<file path="config.mk">
export PLATFORM = sky130hd
export DESIGN_NAME = uart_tx_drain
export DESIGN_NICKNAME = d
export VERILOG_FILES = /design/src/rtl/uart_tx_drain_pkg.sv /design/src/rtl/uart_tx_drain_baud_tick.sv /design/src/rtl/uart_tx_drain.sv
export SDC_FILE = /design/constraint.sdc
export NUM_CORES = 1
export LEC_CHECK = 0
export BUFFER_PORTS_ARGS = -buffer_cell sky130_fd_sc_hd__buf_4
export CELL_PAD_IN_SITES_DETAIL_PLACEMENT = 1
export CELL_PAD_IN_SITES_GLOBAL_PLACEMENT = 1
export CORE_ASPECT_RATIO = 1.4
export CORE_MARGIN = 4
export CORE_UTILIZATION = 42
export DETAILED_ROUTE_END_ITERATION = 10
export GPL_ROUTABILITY_DRIVEN = 0
export PLACE_DENSITY_LB_ADDON = 0.12
export SKIP_CTS_REPAIR_TIMING = 1
export SYNTH_ARGS = -nofsm -noshare
export SYNTH_HDL_FRONTEND = slang
export SYNTH_SLANG_ARGS = --single-unit
</file>
<file path="constraint.sdc">
create_clock -name i_clk -period 2.3 [get_ports i_clk]
set_input_delay 0.46 -clock i_clk [delete_from_list [all_inputs] [get_ports i_clk]]
set_output_delay 0.46 -clock i_clk [all_outputs]
set_load 0.02 [all_outputs]
</file>
<file path="src/rtl/uart_tx_drain_pkg.sv">
`default_nettype none
// +-----------------------------------------------------------------------+
// | uart_tx_drain_pkg : shared UART state encodings and line constants    |
// | Rev 1.0                                                               |
// +-----------------------------------------------------------------------+
package uart_tx_drain_pkg;

  typedef enum logic [2:0] {
    ST_IDLE   = 3'd0,
    ST_START  = 3'd1,
    ST_DATA   = 3'd2,
    ST_PARITY = 3'd3,
    ST_STOP   = 3'd4
  } state_t;

  // 48 MHz system clock / 115200 baud
  localparam int   UART_CLK_DIV_DEFAULT = 417;
  localparam logic LINE_IDLE            = 1'b1;

endpackage
`default_nettype wire

</file>
<file path="src/rtl/uart_tx_drain_baud_tick.sv">
`default_nettype none
// +-----------------------------------------------------------------------+
// | uart_tx_drain_baud_tick : bit-period counter with sync clear          |
// | Rev 1.0                                                               |
// +-----------------------------------------------------------------------+
module uart_tx_drain_baud_tick #(
  parameter int CLK_DIV = 417,
  parameter int CNT_SZ  = 9
) (
  input  logic i_clk,
  input  logic i_rst_n,
  input  logic i_clr,
  output logic o_last_tick
);

  localparam logic [CNT_SZ-1:0] c_last_val = CNT_SZ'(CLK_DIV - 1);

  logic [CNT_SZ-1:0] cnt_q;
  logic [CNT_SZ-1:0] cnt_d;

  assign o_last_tick = (cnt_q == c_last_val);

  always_comb begin
    cnt_d = cnt_q + CNT_SZ'(1);
    if (i_clr || o_last_tick) begin
      cnt_d = '0;
    end
  end

  always_ff @(posedge i_clk) begin
    if (!i_rst_n) begin
      cnt_q <= '0;
    end else begin
      cnt_q <= cnt_d;
    end
  end

endmodule
`default_nettype wire

</file>
<file path="src/rtl/uart_tx_drain.sv">
`default_nettype none
// +-----------------------------------------------------------------------+
// | uart_tx_drain : FWFT-FIFO drained to 8N1 serial; define               |
// | UART_TX_PARITY_EN to add an even-parity bit.            Rev 1.0       |
// +-----------------------------------------------------------------------+
module uart_tx_drain
  import uart_tx_drain_pkg::*;
#(
  parameter int DATA_SZ = 8,
  parameter int CLK_DIV = UART_CLK_DIV_DEFAULT,
  parameter int CNT_SZ  = 9
) (
  input  logic               i_clk,
  input  logic               i_rst_n,
  input  logic               i_empty,
  input  logic [DATA_SZ-1:0] i_data,
  output logic               o_rd,
  output logic               o_tx,
  output logic               o_busy
);

  localparam int                  c_idx_sz   = (DATA_SZ > 1) ? $clog2(DATA_SZ) : 1;
  localparam logic [c_idx_sz-1:0] c_last_idx = c_idx_sz'(DATA_SZ - 1);

  state_t               state_q;
  state_t               state_d;
  logic [DATA_SZ-1:0]   shift_q;
  logic [DATA_SZ-1:0]   shift_d;
  logic [c_idx_sz-1:0]  idx_q;
  logic [c_idx_sz-1:0]  idx_d;
  logic                 tx_q;
  logic                 tx_d;
  logic                 w_last_tick;
  logic                 w_clr;
  logic                 w_rd;
`ifdef UART_TX_PARITY_EN
  logic                 par_q;
  logic                 par_d;
`endif

  // Pop only when the line is free: idle, or the final clock of a stop bit.
  assign w_rd   = ((state_q == ST_IDLE) || ((state_q == ST_STOP) && w_last_tick))
                  && !i_empty && i_rst_n;
  assign w_clr  = (state_d != state_q) || (state_q == ST_IDLE);
  assign o_rd   = w_rd;
  assign o_tx   = tx_q;
  assign o_busy = (state_q != ST_IDLE);

  uart_tx_drain_baud_tick #(
    .CLK_DIV (CLK_DIV),
    .CNT_SZ  (CNT_SZ)
  ) u_baud_tick (
    .i_clk       (i_clk),
    .i_rst_n     (i_rst_n),
    .i_clr       (w_clr),
    .o_last_tick (w_last_tick)
  );

  always_ff @(posedge i_clk) begin
    if (!i_rst_n) begin
      state_q <= ST_IDLE;
      shift_q <= '0;
      idx_q   <= '0;
      tx_q    <= LINE_IDLE;
`ifdef UART_TX_PARITY_EN
      par_q   <= 1'b0;
`endif
    end else begin
      state_q <= state_d;
      shift_q <= shift_d;
      idx_q   <= idx_d;
      tx_q    <= tx_d;
`ifdef UART_TX_PARITY_EN
      par_q   <= par_d;
`endif
    end
  end

  always_comb begin
    state_d = state_q;
    case (state_q)
      ST_IDLE:   if (w_rd) state_d = ST_START;
      ST_START:  if (w_last_tick) state_d = ST_DATA;
      ST_DATA: begin
        if (w_last_tick && (idx_q == c_last_idx)) begin
`ifdef UART_TX_PARITY_EN
          state_d = ST_PARITY;
`else
          state_d = ST_STOP;
`endif
        end
      end
`ifdef UART_TX_PARITY_EN
      ST_PARITY: if (w_last_tick) state_d = ST_STOP;
`endif
      ST_STOP:   if (w_last_tick) state_d = w_rd ? ST_START : ST_IDLE;
      default:   state_d = ST_IDLE;
    endcase
  end

  // Line level is registered from the next state so it changes with it.
  always_comb begin
    shift_d = shift_q;
    idx_d   = idx_q;
`ifdef UART_TX_PARITY_EN
    par_d   = par_q;
    if (w_rd) par_d = ^i_data;
`endif
    if (w_rd) shift_d = i_data;
    if ((state_q == ST_START) && w_last_tick) idx_d = '0;
    if ((state_q == ST_DATA) && w_last_tick) begin
      shift_d = shift_q >> 1;
      idx_d   = idx_q + c_idx_sz'(1);
    end
    case (state_d)
      ST_START:  tx_d = 1'b0;
      ST_DATA:   tx_d = shift_d[0];
`ifdef UART_TX_PARITY_EN
      ST_PARITY: tx_d = par_d;
`endif
      default:   tx_d = LINE_IDLE;
    endcase
  end

endmodule
`default_nettype wire

</file>
After elaboration in Yosys (flattened, before gate mapping)
Cells that the tools add are included.
{ "op_classes": {"addsub": 2, "multipliers": 0, "div": 0, "order_cmp": 0, "n_eq_ne": 8, "n_shift": 0, "mux": 11, "bitwise": 1, "n_reduce_logical": 16} }
{ "ops": {"columns": ["op", "n"], "rows": [
  ["$mux W3", 6],
  ["$mux W7", 2],
  ["$pmux W3 S4", 1],
  ["$add A9 B1 Y9 const B", 1],
  ["$eq A9 B9 Y1 const B", 1],
  ["$eq A3 B1 Y1 const B", 2],
  ["$eq A3 B2 Y1 const B", 2],
  ["$eq A3 B3 Y1 const B", 2],
  ["$logic_and A1 B1 Y1", 6],
  ["$reduce_bool A2 Y1", 2],
  ["$reduce_or A2 Y1", 2],
  ["$add A3 B1 Y3 const B", 1],
  ["$logic_not A3 Y1", 1],
  ["$logic_or A1 B1 Y1", 3],
  ["$ne A3 B3 Y1", 1],
  ["$reduce_bool A3 Y1", 1],
  ["$pmux W1 S2", 1],
  ["$logic_not A1 Y1", 1],
  ["$mux W1", 1],
  ["$not A1 Y1", 1]
]} }
{ "totals": {"ff_bits": 24, "latch_bits": 0, "ram_bits": 0, "romBits": 0, "input_bits": 11, "output_inout_bits": 3, "word_cells": 45, "n_memories": 0} }

Logic depth before layout (Yosys ltp)
Gate-level depths: netlist of the first run.
{ "depth": {"depth_word": 12, "depth_mapped": 8, "ltp_nobuf": 7} }

By module
Synthesis of the first run repeated with hierarchy kept, for this count alone.
{ "hier_totals": {"hier_cells": 133, "area_unflattened_um2": 1209.9} }
{ "modules_own_cells": {"columns": ["mod", "n_inst", "cells_each", "area_per_inst_um2", "seq_area_each_um2"], "rows": [
  ["uart_tx_drain", 1, 85, 774.5, 300.3],
  ["uart_tx_drain_baud_tick", 1, 48, 435.4, 180.2]
]} }

Worst setup path after synthesis of the first run
OpenSTA, ideal clock, no wires.
{ "synth_path": {"path_kind": "register -> output", "from": "register u_baud_tick.cnt_q[0]", "to": "output port o_rd", "arrival_time_ns": 1.431, "required_ns": 1.840, "setup_slack_ns": 0.409, "stages_incl_launch_ff": 8, "path_buffers": 1, "path_cell_list": "dfxtp_1 inv_1 ha_1 and4b_1 a21boi_2 nand3b_1 buf_4 inv_1"} }
{ "synth_via": {"elab_chain_cells": 5} }
{ "synth_lines": {"columns": ["item", "line", "rtl"], "rows": [
  ["from (decl)", "uart_tx_drain_baud_tick.sv:18", "logic [CNT_SZ-1:0] cnt_q;"],
  ["from (signal assigned)", "uart_tx_drain_baud_tick.sv:34", "cnt_q <= cnt_d;"],
  ["$eq A9 B9 Y1", "uart_tx_drain_baud_tick.sv:21", "assign o_last_tick = (cnt_q == c_last_val);"],
  ["$logic_and A1 B1 Y1", "uart_tx_drain.sv:42", "assign w_rd = ((state_q == ST_IDLE) || ((state_q == ST_STOP) && w_last_tick))"],
  ["$logic_or A1 B1 Y1", "uart_tx_drain.sv:42", null],
  ["$logic_and A1 B1 Y1 (2 in series)", "uart_tx_drain.sv:43", "&& !i_empty && i_rst_n;"],
  ["to (decl)", "uart_tx_drain.sv:17", "output logic o_rd,"]
]} }
Every way passes these cells.

Worst setup path after layout of the first run
Same ends and word-level chain as after synthesis.

==> results of run 1 <==
## layer usage
layer | part of all wire (%) | track usage [%]
met2 | 53 | 27.8
met5 | 0 | 0
met4 | 1.1 | 5.11
met1 | 41 | 16.7
met3 | 4.5 | 2.35
## power by group
part / switching, uW / leakage [uW] / internal (uW) / total [uW]
Sequential: 7.78 / 0.000196 / 425 / 433
Clock: 124 / 0.0000210 / 96.7 / 221
Combinational: 34.9 / 0.000328 / 34.7 / 69.7
Total: 167 / 0.000545 / 557 / 724
## per-stage QoR
stage                     total power, uW  instances
after floorplan                       486        130
after global placement                511        176
after detailed placement              514        176
after CTS                             737        180
after global routing                  756        181
final                                 724        181
## sequential cells by signal, indices dropped and copies added (netlist names)
signal,flops
idx_q,3
shift_q,8
state_q,3
o_tx,1
u_baud_tick.cnt_q,9
## logic make-up (layout without fill, tap and decap cells)
| kind of cell | Yosys count | after routing | synth area share (%) |
|---|---|---|---|
| buffers and inverters | 12 | 27 | 5.16 |
| AOI/OAI and AO/OA | 27 | 27 | 13.9 |
| xor gates and xnor gates | 9 | 9 | 6.77 |
| and+or+nand+nor | 47 | 47 | 22.7 |
| muxes | 7 | 7 | 6.02 |
| DFF | 24 | 24 | 41.2 |
| adders and majority gates | 4 | 4 | 4.30 |
## layout make-up
class	count	area, um^2
tap	36	45.0
timing repair buffer	16	120
sequential	24	485
clock buffer	4	36.3
multi-input combinational	94	624
inverter	7	26.3
fill	340	1310
## placed cells by master (no fill, tap or decap)
cell and n:
a211oi_2 1, a21boi_2 1, or4_4 1, o21ai_0 11
inv_1 7, nand4b_1 1, o21ai_1 1, clkbuf_4 3
nor2_1 21, ha_1 4, o2bb2ai_1 1, and2b_1 1
mux2i_1 7, nand4_1 4, or4b_1 1, nor3_1 1
a32oi_1 1, or3_1 1, buf_4 16, nand2_1 4
and4b_1 1, clkbuf_8 1, xnor2_1 3, a22oi_1 2
nand3_1 5, nand3b_1 1, nor3_2 1, dfxtp_2 1
and2_1 2, xor2_1 6, a21oi_1 9, nor4b_4 1
dfxtp_4 1, and3_2 1, dfxtp_1 22
## path summary, 6_finish.rpt
check                  startpoint                   end  slack (ns)  cells after the start
min reg2reg  u_baud_tick.cnt_q[0]  u_baud_tick.cnt_q[0]        0.46                      1
min                     i_data[7]            shift_q[7]        0.43                      3
max reg2reg  u_baud_tick.cnt_q[0]                  o_tx        0.21                      8
max          u_baud_tick.cnt_q[0]                  o_rd         0.1                      7
## worst max-delay path: cells and delay by family, from the launching register on
kind                     cells  cell delay [ns]
flip-flops                   1             0.40
AND/OR/NAND/NOR              2             0.40
buffers and inverters        3             0.25
AO/OA/AOI/OAI                1             0.19
adder cells (fa/ha/maj)      1             0.20
==> metrics.cfg, run 1 <==
[outcome]
status = finished clean

[power_and_ir_drop]
p_per_area_nw_per_um2 = 541
p_leak_uw = 0.000545
ir_drop_uv = 365

[sta]
hold_ws_ns = 0.429
setup_viol = 0
skew_ns = 0.00571
setup_ws_ns = 0.0979
fmax_mhz = 454
max-slew-margin-rel_pct = 76.4
period_minus_slack_ns = 2.20
maxSlewViolCount = 0
hold_violations = 0
fin_setup_tns_ns = 0
tightest_slew_ns = 0.352
period_share_pct = 95.7

[yosys]
yosysSeqAreaShare_pct = 41.2
syn_area_per_cell_um2 = 8.96
post_synth_num_cell_types = 34
yosys.area.top_type = dfxtp_1
async_flop_share_pct = 0
synth_top_area_share_pct = 41.2
synth_most_common_cell = dfxtp_1
mappedNetlistArea_um2 = 1160
synth_area_leaders = dfxtp_1 (41%), nor2_1 (6.8%), mux2i_1 (6.0%), o21ai_0 (4.7%), xor2_1 (4.5%)
mappedNetlistNets = 145
synth_common_cells = dfxtp_1 (24), nor2_1 (21), o21ai_0 (11)
ys_seq_elements = 24
synth_edf_count = 0
ys.flop_type = dfxtp_1
syn_inst = 130
synth_warnings = 0

[die]
core_area_um2 = 2640
die_w_um = 52.5
num_rows = 22
start_util_pct = 44.1
die-area_um2 = 3690
num_io_pins = 14
die_height_um = 70.3

[grt]
antenna_found_initial = 0
grt_pass1_vias = 998
overflow = 0
grt.total_usage_pct = 15.1
grt_max_degree = 17
grt_pass1_wl_um = 4340

[route]
wl_per_cell_um = 14.3
drcViolationCount = 0
detail_route.wirelength_um = 2580
via_per_inst = 5.36
drtPass1Iterations = 4
dr.first_iter.drc_count = 6
drtAntennaViolNets = 0
vias = 970

[cells_and_area]
fin_util_pct = 50.6
diodes = 0
final_cell_area_um2 = 1340
nNetsFinal = 161
area_delta_synth_final_pct = 14.8
drive_gt1_share_pct = 19.3

[critical_path]
cp_max_fo = 6
path_class = flop to output port
crit_path_end_kind = output port
cp.arrival_ns = 1.74
required_ns = 1.84
critPathSlowestCell = dfxtp_4
cp-start-kind = flop
critPathMaxStageDelay_ns = 0.40
cp_cell_sequence = inv_1 -> ha_1 -> and4b_1 -> a21boi_2 -> nand3b_1 -> inv_1 -> buf_4
cp_common_cell = inv_1

[clocking]
clkTransAtPathRegs_ns = 0.13
clk_latency_ns = 0.31
cts-buffers-inserted = 3
cts_tree = built
cts.sinks = 24
htree_levels = 1
clock-root-buffer = clkbuf_4
cts_buffer_depth = 2

[min_path]
hp-class = input port to flop

[placed_design]
io_buffers = 13
hpwl_um = 2030
place_area_um2 = 1290
place_worst_setup_slack_ns = 0.349

[flow_run]
maxCapViolCount = 0

Power figures use the tool's default switching activity.
==> inputs of run 2 (changes only) <==
ABC_AREA = 1   (was not set)
CORE_UTILIZATION = 41   (was 42)
==> metrics.cfg, run 2 <==
[cells_and_area]
drive_gt1_share_pct = 22.4  ; +3.1 points
nNetsFinal = 191  ; +19%
area_delta_synth_final_pct = 13.7
layout_commonest_cell = nand2_1
diodes = 0  ; unchanged
reg_top3 = u_baud_tick.cnt_q: 9 flops, shift_q: 8 flops
top_register = u_baud_tick.cnt_q
fin_util_pct = 49.7  ; -0.94 points
largest_reg_flops = 9  ; unchanged
most-common-layout-cells = nand2_1 (44), dfxtp_1 (24), nor2_1 (16)

[die]
core_area_um2 = 2700  ; +2.1%
die_height_um = 71.4  ; +1.6%
die-area_um2 = 3810  ; +3.2%
start_util_pct = 43.7  ; -0.39 points
num_rows = 22  ; unchanged
die_w_um = 53.3  ; +1.5%
num_io_pins = 14  ; unchanged

[grt]
grt_pass1_wl_um = 4890  ; +13%
overflow = 0  ; unchanged
grt_pass1_vias = 1145  ; +15%
antenna_found_initial = 0  ; unchanged
grt.total_usage_pct = 16.9  ; +1.8 points
grt_max_degree = 14  ; -3

[power_and_ir_drop]
p_leak_uw = 0.000546  ; +0.25%
p_int_uw = 519  ; -6.8%
pwr-share-seq_pct = 62.7  ; +2.9 points
p_per_area_nw_per_um2 = 515  ; -4.8%
switching_share_pct = 24.8  ; +1.7 points
switching_power_uw = 171  ; +2.5%
total_power_uw = 690  ; -4.6%
clockPowerShare_pct = 26.6  ; -3.9 points
comb_power_share_pct = 10.7  ; +1.1 points
ir_drop_uv = 274  ; -25%

[sta]
maxSlewViolCount = 0  ; unchanged
hold_violations = 0  ; unchanged
skew_ns = 0.00447  ; -0.00123 ns
max-slew-margin-rel_pct = 70.3  ; -6.2 points
rsz0062_at_grt = no
fmax_mhz = 487  ; +7.2%
period_share_pct = 89.3  ; -6.4 points
setup_viol = 0  ; unchanged
period_minus_slack_ns = 2.05  ; -0.148 ns
tightest_slew_ns = 0.446  ; +0.0933 ns
fin_setup_tns_ns = 0  ; unchanged

[critical_path]
critPathSlowestCell = dfxtp_1
cp_cell_sequence = inv_1 -> ha_1 -> nand2_1 -> nor2_4 -> nand3_2 -> nand2_4 -> buf_4
critPathMaxStageDelay_ns = 0.35  ; -0.05 ns
crit_buf_inv = 2  ; -1
cp_max_fo = 9  ; +3
crit_path_end_kind = output port
cp_top_family = simple AND/OR/NAND/NOR gates
cp-start-kind = flop
cp.arrival_ns = 1.59  ; -0.15 ns
path_class = flop to output port
required_ns = 1.84  ; about the same

[yosys]
synth_top_area_share_pct = 40.8  ; -0.48 points
synth_most_common_cell = nand2_1
mappedNetlistNets = 174  ; +20%
ys.flop_type = dfxtp_1
synth_common_cells = nand2_1 (44), dfxtp_1 (24), nor2_1 (16)
yosys.area.top_type = dfxtp_1
synth_edf_count = 0  ; unchanged
syn_inst = 159  ; +22%
syn_area_per_cell_um2 = 7.41  ; -17%
synth_area_leaders = dfxtp_1 (41%), nand2_1 (14%), nor2_1 (5.1%), a31oi_1 (4.8%), ha_1 (4.2%)
mappedNetlistArea_um2 = 1180  ; +1.2%
async_flop_share_pct = 0  ; unchanged
post_synth_num_cell_types = 25  ; -26%
ys_seq_elements = 24  ; unchanged
synth_warnings = 0  ; unchanged
yosysSeqAreaShare_pct = 40.8  ; -0.48 points

[clocking]
clk_latency_ns = 0.31  ; about the same
htree_levels = 1  ; unchanged
cts-buffers-inserted = 3  ; unchanged
clkTransAtPathRegs_ns = 0.13  ; about the same
cts.sinks = 24  ; unchanged
cts_buffer_depth = 2  ; unchanged
clock-root-buffer = clkbuf_4
cts_tree = built

[route]
wl_per_cell_um = 12.8  ; -10%
drtAntennaViolNets = 0  ; unchanged
drtPass1Iterations = 4  ; unchanged
via_per_inst = 5.04  ; -5.9%
dr.first_iter.drc_count = 18  ; +12
vias = 1059  ; +9.2%
detail_route.wirelength_um = 2700  ; +4.4%
drcViolationCount = 0  ; unchanged

[min_path]
hp-class = input port to flop

[outcome]
status = finished clean

[flow_run]
maxCapViolCount = 0  ; unchanged

[placed_design]
hpwl_um = 2230  ; +10%
io_buffers = 13  ; unchanged

-- run 2: cell types whose count changed after synthesis, moves of 6 or more --
cell | previous run | this run
nand2_1 | 4 | 44
a31oi_1 | 0 | 9
o21ai_0 | 11 | 2
xor2_1 | 6 | 0
mux2i_1 | 7 | 0
inv_2 | 0 | 8
-- run 2: kinds of logic (layout without fill, tap and decap cells) --
group                      after synthesis  in the layout  share of synthesized area (%)
AOI/OAI and AO/OA                       18             18                           9.87
buffers and inverters                   22             37                           7.32
and+or+nand+nor                         91             91                           37.8
adders and majority gates                4              4                           4.25
DFF                                     24             24                           40.8
-- run 2: final timing paths --
| check | from | to | slack, ns | cells after the start |
|---|---|---|---|---|
| setup / recovery | u_baud_tick.cnt_q[0] | o_rd | 0.25 | 7 |
| hold / removal | i_rst_n | o_tx | 0.40 | 2 |
| setup reg to reg | u_baud_tick.cnt_q[0] | o_tx | 0.62 | 10 |
| hold reg to reg | u_baud_tick.cnt_q[0] | u_baud_tick.cnt_q[0] | 0.47 | 1 |
-- run 2: cell type report --
type,count,area [um^2]
fillers,362,1360
repair buffers,14,105
clock buffers,3,22.5
inverters,20,75.1
flip-flops and latches,24,480
multi-input cells,113,612
well taps,36,45.0
-- run 2: power by group through the flow --
stage               combinational [uW]  sequential, uW  clock (uW)
floorplan                         42.7             442           0
global placement                  72.7             442           0
finish                            73.8             432         184
CTS                               75.9             432         192
detailed placement                75.6             442           0
global route                      83.9             434         208
-- run 2: per-stage QoR --
step / hold WS (ns) / std cells / instance area, um^2 / setup slack, ns
floorplan: 0.430 / 159 / 1180 / 0.842
global placement: 0.445 / 207 / 1320 / 0.548
detailed placement: 0.452 / 207 / 1320 / 0.508
CTS: 0.400 / 210 / 1340 / 0.207
global route: 0.399 / 210 / 1340 / 0.0985
finish: 0.399 / 210 / 1340 / 0.246
-- run 2: routing by layer --
metal	track usage, %	share of wire [%]	vias to the layer above
met1	18.7	39	491
met2	31.5	56	19
met5	0	0	-
li1	-	-	544
met4	5.97	1.6	0
met3	1.87	3.2	5
